--- config.mk ---
export PLATFORM = sky130hd
export DESIGN_NAME = spart_tx
export DESIGN_NICKNAME = d
export VERILOG_FILES = /design/src/rtl/spart_tx_pkg.sv /design/src/rtl/spart_tx_fifo.sv /design/src/rtl/spart_tx.sv
export SDC_FILE = /design/constraint.sdc
export NUM_CORES = 1
export LEC_CHECK = 0
export ABC_AREA = 1
export CELL_PAD_IN_SITES_DETAIL_PLACEMENT = 2
export CELL_PAD_IN_SITES_GLOBAL_PLACEMENT = 2
export CORE_MARGIN = 3
export CORE_UTILIZATION = 25
export DETAILED_ROUTE_END_ITERATION = 16
export GPL_TIMING_DRIVEN = 0
export PLACE_DENSITY = 0.54
export SLEW_MARGIN = 20
export SYNTH_ARGS = -nofsm -noshare
export SYNTH_HDL_FRONTEND = slang
export SYNTH_HIERARCHICAL = 1
export SYNTH_SLANG_ARGS = --single-unit
export TNS_END_PERCENT = 50
--- constraint.sdc ---
create_clock -name clk -period 5.6 [get_ports clk]
set_clock_uncertainty 0.2 [all_clocks]
set_input_delay 1.12 -clock clk [delete_from_list [all_inputs] [get_ports clk]]
set_output_delay 1.12 -clock clk [all_outputs]
set_load 0.005 [all_outputs]
--- src/rtl/spart_tx_pkg.sv ---
// Shared types and default constants for the spart_tx transmit path.
package spart_tx_pkg;

  localparam int unsigned DEFAULT_DEPTH        = 8;
  localparam int unsigned DEFAULT_CLKS_PER_BIT = 434;
  localparam int unsigned DATA_BITS            = 8;

  typedef enum logic [1:0] {
    ST_IDLE  = 2'd0,
    ST_START = 2'd1,
    ST_DATA  = 2'd2,
    ST_STOP  = 2'd3
  } tx_state_e;

endpackage

--- src/rtl/spart_tx_fifo.sv ---
// Byte queue feeding the serializer. Pushes are dropped while full, even if a
// pop happens in the same cycle; pops are ignored while empty.
module spart_tx_fifo
  import spart_tx_pkg::*;
#(
  parameter int unsigned DEPTH = DEFAULT_DEPTH
) (
  input  logic                     clk_i,
  input  logic                     rst_ni,
  input  logic                     push_i,
  input  logic                     pop_i,
  input  logic [7:0]               wdata_i,
  output logic [7:0]               rdata_o,
  output logic                     full_o,
  output logic                     empty_o,
  output logic [$clog2(DEPTH):0]   count_o
);

  localparam int unsigned AW = $clog2(DEPTH);
  localparam int unsigned CW = AW + 1;

  logic [7:0]    mem_q [DEPTH];
  logic [AW-1:0] wptr_q, wptr_d;
  logic [AW-1:0] rptr_q, rptr_d;
  logic [CW-1:0] count_q, count_d;
  logic          do_push, do_pop;

  assign full_o  = (count_q == CW'(DEPTH));
  assign empty_o = (count_q == '0);
  assign count_o = count_q;
  assign rdata_o = mem_q[rptr_q];

  assign do_push = push_i & ~full_o;
  assign do_pop  = pop_i & ~empty_o;

  // Pointer and occupancy update; pointers wrap naturally since DEPTH is 2^AW.
  always_comb begin
    wptr_d  = wptr_q;
    rptr_d  = rptr_q;
    count_d = count_q;
    if (do_push) wptr_d = wptr_q + 1'b1;
    if (do_pop)  rptr_d = rptr_q + 1'b1;
    case ({do_push, do_pop})
      2'b10:   count_d = count_q + 1'b1;
      2'b01:   count_d = count_q - 1'b1;
      default: count_d = count_q;
    endcase
  end

  // Control state with synchronous active-low reset.
  always_ff @(posedge clk_i) begin
    if (!rst_ni) begin
      wptr_q  <= '0;
      rptr_q  <= '0;
      count_q <= '0;
    end else begin
      wptr_q  <= wptr_d;
      rptr_q  <= rptr_d;
      count_q <= count_d;
    end
  end

  // Storage array; contents are don't-care until written.
  always_ff @(posedge clk_i) begin
    if (do_push) mem_q[wptr_q] <= wdata_i;
  end

endmodule

--- src/rtl/spart_tx.sv ---
// Queued UART-style transmitter: 8N1 framing, LSB first, registered TxD.
module spart_tx
  import spart_tx_pkg::*;
#(
  parameter int unsigned DEPTH        = DEFAULT_DEPTH,
  parameter int unsigned CLKS_PER_BIT = DEFAULT_CLKS_PER_BIT
) (
  input  logic                   clk,
  input  logic                   rst_n,
  input  logic                   send,
  input  logic [7:0]             data,
  output logic                   full,
  output logic [$clog2(DEPTH):0] count,
  output logic                   tx_busy,
  output logic                   TxD
);

  localparam int unsigned BW = (CLKS_PER_BIT > 1) ? $clog2(CLKS_PER_BIT) : 1;

  tx_state_e     state_q, state_d;
  logic [BW-1:0] baud_q, baud_d;
  logic [2:0]    bit_q, bit_d;
  logic [7:0]    shift_q, shift_d;
  logic          txd_q, txd_d;

  logic          fifo_empty;
  logic          fifo_pop;
  logic [7:0]    fifo_rdata;
  logic          baud_last;

  spart_tx_fifo #(
    .DEPTH (DEPTH)
  ) u_fifo (
    .clk_i   (clk),
    .rst_ni  (rst_n),
    .push_i  (send),
    .pop_i   (fifo_pop),
    .wdata_i (data),
    .rdata_o (fifo_rdata),
    .full_o  (full),
    .empty_o (fifo_empty),
    .count_o (count)
  );

  assign fifo_pop  = (state_q == ST_IDLE) && !fifo_empty;
  assign baud_last = (baud_q == BW'(CLKS_PER_BIT - 1));
  assign tx_busy   = (state_q != ST_IDLE);
  assign TxD       = txd_q;

  // State, counters, shift register and line flop.
  always_ff @(posedge clk) begin
    if (!rst_n) begin
      state_q <= ST_IDLE;
      baud_q  <= '0;
      bit_q   <= '0;
      shift_q <= '0;
      txd_q   <= 1'b1;
    end else begin
      state_q <= state_d;
      baud_q  <= baud_d;
      bit_q   <= bit_d;
      shift_q <= shift_d;
      txd_q   <= txd_d;
    end
  end

  // Next-state logic; counters clear on every state transition.
  always_comb begin
    state_d = state_q;
    baud_d  = baud_q + 1'b1;
    bit_d   = bit_q;
    shift_d = shift_q;
    case (state_q)
      ST_IDLE: begin
        baud_d = '0;
        bit_d  = '0;
        if (fifo_pop) begin
          state_d = ST_START;
          shift_d = fifo_rdata;
        end
      end
      ST_START: begin
        if (baud_last) begin
          state_d = ST_DATA;
          baud_d  = '0;
          bit_d   = '0;
        end
      end
      ST_DATA: begin
        if (baud_last) begin
          baud_d = '0;
          if (bit_q == 3'd7) begin
            state_d = ST_STOP;
            bit_d   = '0;
          end else begin
            bit_d   = bit_q + 1'b1;
            shift_d = shift_q >> 1;
          end
        end
      end
      ST_STOP: begin
        if (baud_last) begin
          state_d = ST_IDLE;
          baud_d  = '0;
        end
      end
      default: begin
        state_d = ST_IDLE;
        baud_d  = '0;
        bit_d   = '0;
      end
    endcase
  end

  // Line level decoded from the next state so TxD comes straight off a flop.
  always_comb begin
    txd_d = 1'b1;
    case (state_d)
      ST_IDLE:  txd_d = 1'b1;
      ST_START: txd_d = 1'b0;
      ST_DATA:  txd_d = shift_d[0];
      ST_STOP:  txd_d = 1'b1;
      default:  txd_d = 1'b1;
    endcase
  end

endmodule

==> impl_results.md <==
- Final net count: 493
- Worst r2r src: u_fifo/count_o[1]
- Startpoint of the worst setup timing path: send
- Actual slew at the worst max-slew pin: 1180 ps
- Post-CTS setup buffers: 0
- Pin count of the biggest net entering global routing: 18
- CTS root buf: sky130_fd_sc_hd__clkbuf_16
- Gate family responsible for the most delay along the worst path: simple AND/OR/NAND/NOR gates
- Cell type of the slowest stage on the worst timing path: sky130_fd_sc_hd__nor2_1
- Post-CTS clock slew at the launch and capture registers of the worst setup and hold paths: 70 ps
- EDFF count, synth: 64
- Reg-to-reg critical path endpoint: u_fifo/count_o[2]
- Critical path capture point: u_fifo/mem_q[3][2]
- Total via count after detailed routing: 3165
- Leading post-synthesis cells by cell area: sky130_fd_sc_hd__edfxtp_1, sky130_fd_sc_hd__dfxtp_1, sky130_fd_sc_hd__nand2_1, sky130_fd_sc_hd__nor2_1, sky130_fd_sc_hd__o21ai_0
- Core area: 17300 sq um
- Fin. Hold Viols: 0
- Stage delay of the slowest cell on the critical path: 900 ps
- HP Start: shift_q[6]
- Fraction of synthesis flops using an asynchronous set or reset pin: 0
- DP HPWL: 8080 um
- Portion of the clock cycle consumed by the worst path in the final layout: 0.549
- Resized cells post-CTS: 0
- Total leakage power: 1.93 nW
- Drt drc: 0
- Number of antenna-violating nets in the routed design: 0
- Worst Path Buf+Inv: 2
- Critical path's most frequent cell: sky130_fd_sc_hd__nor2_1
- Category of the worst setup path capture point: flop
- Period minus WS final: 3080 ps
- Routability Congestion: 0.703
- Required time reported for the critical path endpoint: 5370 ps
- Comb power frac: 0.319
- Worst slack after detailed placement: 2160 ps
- Share of post-route cells with drive strength above 1: 0.140
- Yosys cell types: 34
- Warning count from the yosys run: 6
- H-tree depth: 3
- Mean cell area of the mapped netlist: 9.95 sq um
- CTS tree: done
- Antenna fix cells: 0
- IO buf count: 17
- Height of the die: 139 um
- Hold WC Path Type: reg2reg
- Startpoint-to-endpoint class of the critical path: in2reg
- Clk pwr share: 0.277
- Met2 Routed Length: 5520 um
- Power spent charging and discharging nets: 0.000817 W
- Relative slew slack: 0.208
- Initial cell density of the core: 0.256
- Number of cells produced by synthesis: 445
- Buffer levels on the longest clock path: 2
- Clock insertion delay at the later pin of the skew report: 350 ps
- Setup slack of the worst register-to-register path: 2790 ps
- Sequential cell fraction of total power: 0.403
- Top-level port count: 18
- Width of the die: 139 um
- Worst Setup Start Kind: input port
- Ordered list of cells on the worst path: clkdlybuf4s50_1 -> nand2_2 -> nor2_1 -> inv_1 -> nor2_1
- Max-slew violation count: 0
- Result of the run: finished clean
- Number of clock sinks: 100
- Top_reg_cell synth: sky130_fd_sc_hd__edfxtp_1
- Critical Path Fanout Max: 8
- Sum of routed wire segments on met1: 5710 um
- Share of Yosys cell area claimed by the top area cell type: 0.434
- Hold Buf Count CTS: 0
- Total Neg Setup Slack: 0 ps
- Library cell occupying the most area in the post-synthesis netlist: sky130_fd_sc_hd__edfxtp_1
- Global router's overall resource usage: 0.125
- Int Pwr: 0.00149 W
- Synthesized cell area: 4430 sq um
- Number of antenna violations at the first check in global routing: 0
- Power density over cell area: 446 nW/um^2
- Sequential cell area fraction in the yosys report: 0.597
- Switching Share: 0.354
- Synthesized net count: 465
- Amount of wire on met3 after detailed routing: 296 um
- Clock buffer count from CTS: 9
- Highest attainable clock frequency: 325 MHz
- Global-route wire length before repair: 18800 um
- VDD IR max: 166 uV
- # setup viols final: 0
- Highest signal layer in the routed design: met4
- RSZ-0062 raised after global routing: false
- Post-detailed-routing wire length: 11700 um
- WP data arrival: 2840 ps
- Number of maximum-capacitance violations: 0
- Final WS setup: 2520 ps
- Number of core rows: 48
- Total number of cells along the worst setup path: 5
- Drt wl/cell: 16.6 um
- Die outline area: 19300 sq um
- Avg Vias per Cell: 4.50
- Length in cells of the worst reg-to-reg path: 17
- Vias in the first global route: 3497
- Final Total Pwr: 0.00231 W
- Layout Area Growth over Synthesis: 17.0%
- Smallest hold slack: 274 ps
- Count of state elements after synthesis: 100
- Drt first pass iters: 4
- Congestion Overflow GR: 0
- Initial drt markers: 180
[worst register-to-register path, stage by stage (launching register included)]
cell	delay, ps
sky130_fd_sc_hd__dfxtp_1	440
sky130_fd_sc_hd__nor2_1	110
sky130_fd_sc_hd__nand3_1	130
sky130_fd_sc_hd__inv_1	50
sky130_fd_sc_hd__inv_1	80
sky130_fd_sc_hd__nand3_2	130
sky130_fd_sc_hd__inv_2	180
sky130_fd_sc_hd__nand2_1	130
sky130_fd_sc_hd__inv_2	150
sky130_fd_sc_hd__ha_1	240
sky130_fd_sc_hd__nand2_1	70
sky130_fd_sc_hd__inv_1	70
sky130_fd_sc_hd__nor2_1	50
sky130_fd_sc_hd__ha_1	180
sky130_fd_sc_hd__a21oi_1	160
sky130_fd_sc_hd__xnor2_1	110
sky130_fd_sc_hd__o21ai_0	170
sky130_fd_sc_hd__inv_1	50
[layout by cell type (no fill, tap or decap), types with 2 or more instances in the layout]
cell type and count:
sky130_fd_sc_hd__a21oi_2 3, sky130_fd_sc_hd__buf_6 6, sky130_fd_sc_hd__clkdlybuf4s50_1 17, sky130_fd_sc_hd__edfxtp_1 64, sky130_fd_sc_hd__inv_1 34, sky130_fd_sc_hd__o22ai_1 8
sky130_fd_sc_hd__xor2_1 4, sky130_fd_sc_hd__nor2_4 3, sky130_fd_sc_hd__nor3_2 2, sky130_fd_sc_hd__nand2_1 79, sky130_fd_sc_hd__ha_1 9, sky130_fd_sc_hd__nor2_1 65
sky130_fd_sc_hd__nand2_2 10, sky130_fd_sc_hd__xnor2_1 2, sky130_fd_sc_hd__nor3b_2 2, sky130_fd_sc_hd__inv_2 8, sky130_fd_sc_hd__mux2i_1 8, sky130_fd_sc_hd__nand3_1 14
sky130_fd_sc_hd__nor2_2 10, sky130_fd_sc_hd__o21ai_0 29, sky130_fd_sc_hd__o21ai_1 14, sky130_fd_sc_hd__nor3_1 4, sky130_fd_sc_hd__clkbuf_16 9, sky130_fd_sc_hd__buf_2 2
sky130_fd_sc_hd__nand3_2 2, sky130_fd_sc_hd__clkinv_1 2, sky130_fd_sc_hd__dfxtp_1 36, sky130_fd_sc_hd__a21oi_1 17
[worst min path at each step]
stage	slack, ps	depth (start not counted)	endpoint
floorplan	230	1	baud_q[0]
global placement	250	1	baud_q[0]
detailed placement	270	2	shift_q[6]
CTS	280	2	shift_q[6]
global route	290	2	shift_q[4]
finish	270	2	shift_q[6]
[sequential cells by signal, summed over array words and instances, names as in the netlist, named ones only]
signal and flops:
u_fifo/rptr_q 3, u_fifo/wptr_q 3, shift_q 8, u_fifo/mem_q 64, state_q 2, bit_q 3, u_fifo/count_o 4, TxD 1
baud_q 9
[cell type report]
type                    instances  area [sq um]
clock buffers                  10           229
multi-input cells             291          1520
repair buffers                 17           170
clock inverters                 6          71.3
inverters                      44           165
well taps                     225           282
fillers                      1930         12100
flip-flops and latches        100          2640
plain buffers                  10          98.8
[routing by layer]
layer / up-vias / global-route usage
met5: - / 0
met4: 0 / 0.0386
met3: 11 / 0.0297
met2: 31 / 0.200
met1: 1572 / 0.169
li1: 1551 / -
[power by group through the flow]
stage	clock network, W	logic [W]	registers [W]
6_report	0.000641	0.000738	0.000932
5_1_grt	0.000690	0.000852	0.000946
4_1_cts	0.000672	0.000760	0.000936
3_5_place_dp	0	0.000755	0.000951
3_3_place_gp	0	0.000733	0.000949
2_1_floorplan	0	0.000501	0.000934
[metrics by stage]
stage | cells | instance area [sq um] | util
2_1_floorplan | 445 | 4430 | -
3_3_place_gp | 687 | 4880 | 0.282
3_5_place_dp | 687 | 4880 | 0.282
4_1_cts | 703 | 5180 | 0.299
5_1_grt | 703 | 5180 | 0.300
6_report | 703 | 5180 | 0.300
[cell families (layout without fill, tap and decap cells)]
family,after synthesis,in the layout,share of synthesized area
xor+xnor,6,6,0.0119
compound gates,74,74,0.0902
fa+ha+maj,9,9,0.0254
mux,8,8,0.0181
simple gates,194,194,0.198
flops,100,100,0.597
buf+inv,54,87,0.0596
[synth_stat cells, types with 3 or more instances]
master,number
sky130_fd_sc_hd__nor2_1,66
sky130_fd_sc_hd__a21oi_1,17
sky130_fd_sc_hd__nand3_1,14
sky130_fd_sc_hd__nor3_1,4
sky130_fd_sc_hd__xor2_1,4
sky130_fd_sc_hd__mux2i_1,8
sky130_fd_sc_hd__edfxtp_1,64
sky130_fd_sc_hd__inv_1,34
sky130_fd_sc_hd__nand2_1,79
sky130_fd_sc_hd__o21ai_0,29
sky130_fd_sc_hd__ha_1,9
sky130_fd_sc_hd__o22ai_1,8
sky130_fd_sc_hd__nand2_2,10
sky130_fd_sc_hd__o21ai_1,14
sky130_fd_sc_hd__nor2_2,9
sky130_fd_sc_hd__inv_2,8
sky130_fd_sc_hd__nor2_4,3
sky130_fd_sc_hd__dfxtp_1,36
sky130_fd_sc_hd__a21oi_2,3
sky130_fd_sc_hd__buf_6,6
Power figures use the tool's default switching activity.
